`src/rtl/ec_range_update.sv`:
```
// AV1 entropy-encoder interval update: computes u/v from the inverse CDF, narrows
// range/low for one symbol, normalizes, and hands the result downstream.
module ec_range_update #(
    parameter int RANGE_WIDTH = 16,
    parameter int LOW_WIDTH   = 24,
    parameter int SHIFT_WIDTH = 5
) (
    input  logic                   clk,
    input  logic                   reset,
    input  logic                   init,
    input  logic                   in_valid,
    output logic                   in_ready,
    input  logic [RANGE_WIDTH-1:0] in_fl,
    input  logic [RANGE_WIDTH-1:0] in_fh,
    input  logic [3:0]             in_s,
    input  logic [4:0]             in_nsyms,
    output logic [7:0]             lut_u_addr,
    input  logic [RANGE_WIDTH-1:0] lut_u_q,
    output logic                   out_valid,
    input  logic                   out_ready,
    output logic [RANGE_WIDTH-1:0] out_range,
    output logic [LOW_WIDTH-1:0]   out_low_pre,
    output logic [LOW_WIDTH-1:0]   out_low,
    output logic [SHIFT_WIDTH-1:0] out_shift
);

    localparam logic [RANGE_WIDTH-1:0] HALF = {1'b1, {(RANGE_WIDTH-1){1'b0}}};
    localparam int PW = 2*RANGE_WIDTH - 14;

    typedef enum logic [1:0] {IDLE, CALC, NORM, OUT} state_t;

    state_t state, state_nxt;

    logic [RANGE_WIDTH-1:0] range_q, fl_q, fh_q, u_q, v_q;
    logic [LOW_WIDTH-1:0]   low_q;
    logic [3:0]             s_q, n_q;

    logic [PW-1:0]          prod_u, prod_v;
    logic [RANGE_WIDTH-1:0] u_calc, v_calc;
    logic                   first_sym;
    logic [RANGE_WIDTH-1:0] r_norm, low_add, range_n;
    logic [LOW_WIDTH-1:0]   low_pre, low_n;
    logic [SHIFT_WIDTH-1:0] d_norm;

    // Leading-zero count; the highest set bit is the last one to overwrite.
    function automatic logic [SHIFT_WIDTH-1:0] lzc(input logic [RANGE_WIDTH-1:0] x);
        logic [SHIFT_WIDTH-1:0] n;
        n = SHIFT_WIDTH'(RANGE_WIDTH);
        for (int i = 0; i < RANGE_WIDTH; i++)
            if (x[i]) n = SHIFT_WIDTH'(RANGE_WIDTH - 1 - i);
        return n;
    endfunction

    always_comb begin
        prod_u = PW'(range_q >> 8) * PW'(fl_q >> 6);
        prod_v = PW'(range_q >> 8) * PW'(fh_q >> 6);
        u_calc = RANGE_WIDTH'(prod_u >> 1) + lut_u_q;
        v_calc = RANGE_WIDTH'(prod_v >> 1) + (lut_u_q - RANGE_WIDTH'(4));
    end

    always_comb begin
        first_sym = (fl_q >= HALF);
        low_add   = range_q - u_q;
        if (first_sym) begin
            r_norm  = range_q - v_q;
            low_pre = low_q;
        end else begin
            r_norm  = u_q - v_q;
            low_pre = low_q + {{(LOW_WIDTH-RANGE_WIDTH){1'b0}}, low_add};
        end
        d_norm  = lzc(r_norm);
        range_n = r_norm << d_norm;
        low_n   = low_pre << d_norm;
    end

    always_ff @(posedge clk or posedge reset) begin
        if (reset) state <= IDLE;
        else       state <= state_nxt;
    end

    always_comb begin
        state_nxt = state;
        case (state)
            IDLE:    if (!init && in_valid) state_nxt = CALC;
            CALC:    state_nxt = NORM;
            NORM:    state_nxt = OUT;
            OUT:     if (out_ready) state_nxt = IDLE;
            default: state_nxt = IDLE;
        endcase
    end

    always_comb begin
        in_ready   = (state == IDLE);
        lut_u_addr = {n_q, s_q};
    end

    always_ff @(posedge clk or posedge reset) begin
        if (reset) begin
            range_q     <= HALF;
            low_q       <= '0;
            fl_q        <= '0;
            fh_q        <= '0;
            s_q         <= '0;
            n_q         <= '0;
            u_q         <= '0;
            v_q         <= '0;
            out_valid   <= 1'b0;
            out_range   <= '0;
            out_low_pre <= '0;
            out_low     <= '0;
            out_shift   <= '0;
        end else begin
            case (state)
                IDLE: begin
                    if (init) begin
                        range_q <= HALF;
                        low_q   <= '0;
                    end else if (in_valid) begin
                        fl_q <= in_fl;
                        fh_q <= in_fh;
                        s_q  <= in_s;
                        n_q  <= 4'(in_nsyms - 5'd1);
                    end
                end
                CALC: begin
                    u_q <= u_calc;
                    v_q <= v_calc;
                end
                NORM: begin
                    range_q     <= range_n;
                    low_q       <= low_n;
                    out_range   <= range_n;
                    out_low_pre <= low_pre;
                    out_low     <= low_n;
                    out_shift   <= d_norm;
                    out_valid   <= 1'b1;
                end
                OUT: if (out_ready) out_valid <= 1'b0;
                default: ;
            endcase
        end
    end

endmodule

```
`config.mk`:
```
export PLATFORM = sky130hd
export DESIGN_NAME = ec_range_update
export DESIGN_NICKNAME = d
export VERILOG_FILES = /design/src/rtl/ec_range_update.sv
export SDC_FILE = /design/constraint.sdc
export NUM_CORES = 1
export LEC_CHECK = 0
export ABC_AREA = 1
export ABC_CLOCK_PERIOD_IN_PS = 8650
export CAP_MARGIN = 30
export CORE_ASPECT_RATIO = 0.6
export CORE_MARGIN = 1.5
export CORE_UTILIZATION = 53
export DETAILED_ROUTE_END_ITERATION = 12
export PLACE_DENSITY = 0.74
export SLEW_MARGIN = 20
export SYNTH_ARGS = -nofsm -noshare
export SYNTH_HDL_FRONTEND = slang
export SYNTH_SLANG_ARGS = --single-unit
```
`constraint.sdc`:
```
create_clock -name clk -period 8.65 [get_ports clk]
set_clock_uncertainty 0.15 [all_clocks]
set_input_delay 1.2975 -clock clk [delete_from_list [all_inputs] [get_ports clk]]
set_output_delay 1.2975 -clock clk [all_outputs]
set_load 0.02 [all_outputs]
```
### After elaboration in Yosys (flattened, before gate mapping)

Cells that the tools add are included.

| word-level totals | value |
|---|---|
| register bits | 184 |
| latch bits | 0 |
| bits in writable memories | 0 |
| bits in read-only memories | 0 |
| input bits | 62 |
| output and inout bits | 79 |
| word-level logic and storage cells | 70 |
| memories kept | 0 |

| operators by class | value |
|---|---|
| add/sub/neg operators | 8 |
| $mul | 2 |
| divide/modulo/power cells | 0 |
| magnitude comparators | 1 |
| equality and inequality tests | 6 |
| shift-type cells | 2 |
| muxes and demuxes | 27 |
| bitwise gates (word level) | 1 |
| reductions and logical operators | 9 |

Operator list:

| cell | count |
|---|---|
| 2-to-1 mux 5 bit | 16 |
| 2-to-1 mux 24 bit | 2 |
| case mux 24 bit (2 select lines) | 1 |
| subtractor 16 bit | 3 |
| multiplier 8 x 10 -> 17 bit | 2 |
| adder 16 bit | 2 |
| 2-to-1 mux 16 bit | 2 |
| case mux 16 bit (2 select lines) | 1 |
| adder 24 x 16 -> 24 bit | 1 |
| left shift 24 x 5 -> 24 bit | 1 |
| >= comparator 16 bit (second input constant) | 1 |
| left shift 16 x 5 -> 16 bit | 1 |
| subtractor 16 x 3 -> 16 bit (second input constant) | 1 |
| case mux 2 bit (4 select lines) | 1 |
| AND reduction 2 bit | 3 |
| == test 2 bit (second input constant) | 2 |
| 2-to-1 mux 2 bit | 2 |
| inequality test 2 bit (second input constant) | 2 |
| nonzero test 2 bit | 2 |
| subtractor 4 x 1 -> 4 bit (second input constant) | 1 |
| AND reduction 3 bit | 1 |
| == test 2 x 1 -> 1 bit (second input constant) | 1 |
| zero test 2 bit | 1 |
| inequality test 2 x 1 -> 1 bit (second input constant) | 1 |
| 5 further kinds | 5 |

### Depth between registers and ports, before layout

| depth | value |
|---|---|
| depth after elaboration | 20 |
| depth in mapped cells | 35 |
| mapped depth without buffers | 35 |

### Least setup slack after synthesis

OpenSTA, ideal clock, no wires.

| timing path | value |
|---|---|
| kind | register to register |
| start point | register range_q[15] |
| end point | register v_q[15] |
| library setup time | 0.134 ns |
| data arrival time | 5.682 ns |
| required time | 8.366 ns |
| path slack | 2.684 ns |
| stages on the path, launching flop included | 29 |
| buffers on the path | 2 |
| period minus slack after synthesis | 5.966 ns |
| path through | dfstp_2 clkbuf_1 buf_1 nand2_1 fa_1 fa_1 inv_1 fa_1 inv_1 fa_1 inv_1 ha_1 inv_1 nor3_1 a21oi_1 inv_1 a21oi_1 o21bai_1 a21oi_1 o21ai_0 xnor2_1 ha_1 inv_1 ha_1 a21oi_1 o221ai_1 a31oi_1 xor2_1 o21ai_0 |

| between the ends | value |
|---|---|
| longest elaborated chain between the ends | 2 |

RTL lines:

| element | RTL line | text |
|---|---|---|
| from (decl) | 34 | `logic [RANGE_WIDTH-1:0] range_q, fl_q, fh_q, u_q, v_q;` |
| from (signal assigned) | 130 | `range_q <= range_n;` |
| multiplier 8 x 10 -> 17 bit | 56 | `prod_v = PW'(range_q >> 8) * PW'(fh_q >> 6);` |
| adder 16 bit | 58 | `v_calc = RANGE_WIDTH'(prod_v >> 1) + (lut_u_q - RANGE_WIDTH'(4));` |
| to (signal assigned) | 127 | `v_q <= v_calc;` |
| to (decl) | 34 |  |

No other way between the ends.
A chain may end at the register's enable or synchronous reset.

### Worst setup path in the final report

| timing path | value |
|---|---|
| start point | register range_q[11] |
| end point | register u_q[15] |

| between the ends | value |
|---|---|
| longest elaborated chain between the ends | 2 |

RTL lines:

| element | RTL line | text |
|---|---|---|
| multiplier 8 x 10 -> 17 bit | 55 | `prod_u = PW'(range_q >> 8) * PW'(fl_q >> 6);` |
| adder 16 bit | 57 | `u_calc = RANGE_WIDTH'(prod_u >> 1) + lut_u_q;` |
| to (signal assigned) | 126 | `u_q <= u_calc;` |
| to (decl) | 34 |  |

No other way between the ends.

==> impl_metrics.py <==
metrics = {
    "run_status": {
        "status": "complete, no violations",
    },
    "clock_network": {
        "htreeDepth": 4,
        "ctsResizeCount": 0,
        "cts_hold_buf": 0,
        "cts_tree": "yes",
        "clockRootBuffer": "clkbuf_16",
        "post_cts_buffers": 0,
        "clock_latency_ps": 460,
        "cts_buffers": 17,
        "clk_pin_slew_ps": 80,
        "cts.sinks": 172,
        "clk_path_buf_depth": 2,
    },
    "timing": {
        "rsz0062_at_grt": "false",
        "period_share_pct": 76.9,
        "fin_ws_ps": 2000,
        "slew_headroom_pct": 41.0,
        "worst_pin_slew_ps": 885,
        "fin_tns_setup_ps": 0,
        "final.min_clock_period_ps": 6650,
        "slew_viol_final": 0,
        "timing.fmax_mhz": 150,
        "hold_viol_final": 0,
        "setup_viol": 0,
    },
    "yosys": {
        "synth_top_area_share_pct": 24.1,
        "avgSynthCellArea_um2": 7.16,
        "synth.most_common_cell": "nand2_1",
        "ys_top_cells_by_area": "dfrtp_1 24%, nand2_1 16%, ha_1 12%, fa_1 11%, inv_1 9.4%",
        "ys_types": 59,
        "syn_nets": 2814,
        "yosys.area.top_type": "dfrtp_1",
        "ys.flop_type": "dfrtp_1",
        "synthTopCellsByCount": "750 x nand2_1, 445 x inv_1, 181 x nand3_1",
        "yosysWarnings": 0,
        "async_flop_share_pct": 100,
        "synthCells": 2486,
        "synth_area_um2": 17800,
        "ys_ff_latch": 172,
        "ys_seq_area_share_pct": 24.2,
        "synth_edf_count": 0,
    },
    "setup_path": {
        "slowest_delay_ps": 710,
        "endpoint_kind": "register",
        "cp.arrival_ps": 6860,
        "cp.required_ps": 8860,
        "critPathKind": "register to register",
        "crit_path_start_kind": "register",
        "critPathMaxFanout": 12,
        "cp_slowest_cell": "dfrtp_1",
    },
    "route": {
        "viasPerCell": 5.47,
        "drc": 0,
        "drt_pass1_iterations": 7,
        "wl_per_cell_um": 16.9,
        "antenna_left": 0,
        "routed_wl_um": 50900,
        "num_vias": 16500,
        "drt_iter0_markers": 1849,
    },
    "worst_hold_path": {
        "hp-class": "register to register",
    },
    "final_layout": {
        "syn_to_final_growth_pct": 12.0,
        "fin_cells": 3011,
        "finalNetCount": 2877,
        "n_antenna_cell": 0,
        "drive_gt1_share_pct": 5.04,
        "design_area_um2": 19900,
    },
    "global_route": {
        "grt_max_degree": 101,
        "antenna_found_initial": 0,
        "track_usage_pct": 29.9,
        "gr-total-overflow": 0,
        "grt_pass1_wl_um": 82100,
        "grt_pass1_vias": 15500,
    },
    "die": {
        "design.core.area_um2": 32700,
        "row_count": 51,
        "initial_core_util_pct": 54.4,
        "die_area_um2": 34700,
        "die_x_um": 240,
        "io_pins": 141,
        "die_h_um": 145,
    },
    "placed_design": {
        "place_inst": 2977,
        "placed_area_um2": 19300,
        "post-place-ws_ps": 2150,
        "place_congestion": 0.956,
        "hpwl_um": 39300,
        "io_buffer_count": 127,
    },
    "job": {
        "drv_cap": 0,
    },
}
[metrics by stage]
step	hold slack [ps]	util (%)
2_1_floorplan	298	-
3_3_place_gp	302	58.8
3_5_place_dp	313	58.8
4_1_cts	332	60.7
5_1_grt	353	60.9
6_report	325	60.9
[critical path: cells and delay by family (launching register included)]
family / cells / cell delay, ps
compound gates: 11 / 1800
buf+inv: 4 / 500
flops: 1 / 710
fa+ha+maj: 6 / 2580
xor+xnor: 2 / 340
simple gates: 5 / 460
[cell families (layout without fill, tap and decap cells)]
logic type / Yosys count / in the layout / synth area share, %
adder cells (fa/ha/maj): 266 / 266 / 22.9
XOR/XNOR: 79 / 79 / 4.12
AND/OR/NAND/NOR: 1083 / 1083 / 25.8
AO/OA/AOI/OAI: 326 / 326 / 10.5
buffers and inverters: 559 / 634 / 12.5
multiplexers: 1 / 1 / 0.0773
flip-flops: 172 / 172 / 24.2
[area by class of cell]
class | instances | area, um^2
fillers | 3057 | 12800
flip-flops and latches | 172 | 4310
clock buffers | 17 | 425
multi-input cells | 1755 | 11300
inverters | 459 | 1730
repair buffers | 144 | 1450
clock inverters | 14 | 180
well taps | 450 | 563
[worst paths after layout]
path,endpoint,slack (ps),depth (start not counted),startpoint
setup / recovery,u_q[15]$_DFFE_PP0N_,2000,28,range_q[11]$_DFFE_PP0P_
hold / removal,s_q[3]$_DFFE_PP0P_,320,2,s_q[3]$_DFFE_PP0P_
setup reg to reg,u_q[15]$_DFFE_PP0N_,2000,28,range_q[11]$_DFFE_PP0P_
hold reg to reg,s_q[3]$_DFFE_PP0P_,320,2,s_q[3]$_DFFE_PP0P_
max in group asynchronous,n_q[3]$_DFFE_PP0P_,6430,4,reset
min in group asynchronous,out_range[8]$_DFFE_PP0P_,1020,2,reset
[metal layers]
| metal | routed length, um | up-vias | track usage [%] |
|---|---|---|---|
| met4 | 638 | 0 | 6.11 |
| met5 | 0 | - | 0 |
| met1 | 24500 | 7808 | 46.9 |
| li1 | - | 7878 | - |
| met3 | 5170 | 58 | 6.60 |
| met2 | 20600 | 721 | 41.5 |
[state kept, by name, indices dropped and copies added, names as in the netlist, 4 cells and up]
signal       count
out_low         24
fh_q            10
fl_q            10
n_q              4
out_low_pre     24
u_q             16
v_q             16
out_range       16
range_q         16
out_shift        5
low_q           24
s_q              4
[layout by cell type (no fill, tap or decap), drive strengths merged, types with 16 or more instances in the layout]
cell type	netlist	layout
buf	35	17
ha	167	167
nor2	81	81
clkbuf	65	17
o211ai	16	16
xor2	50	50
o21ai	164	164
xnor2	29	29
nand3	183	183
dfrtp	171	171
a21oi	94	94
fa	99	99
inv	458	466
nand2	769	769
clkdlybuf4s50	0	127
Power is left out: the tool's default activity adds up to more than one toggle a clock period on the data nets, which glitch-free logic cannot reach.
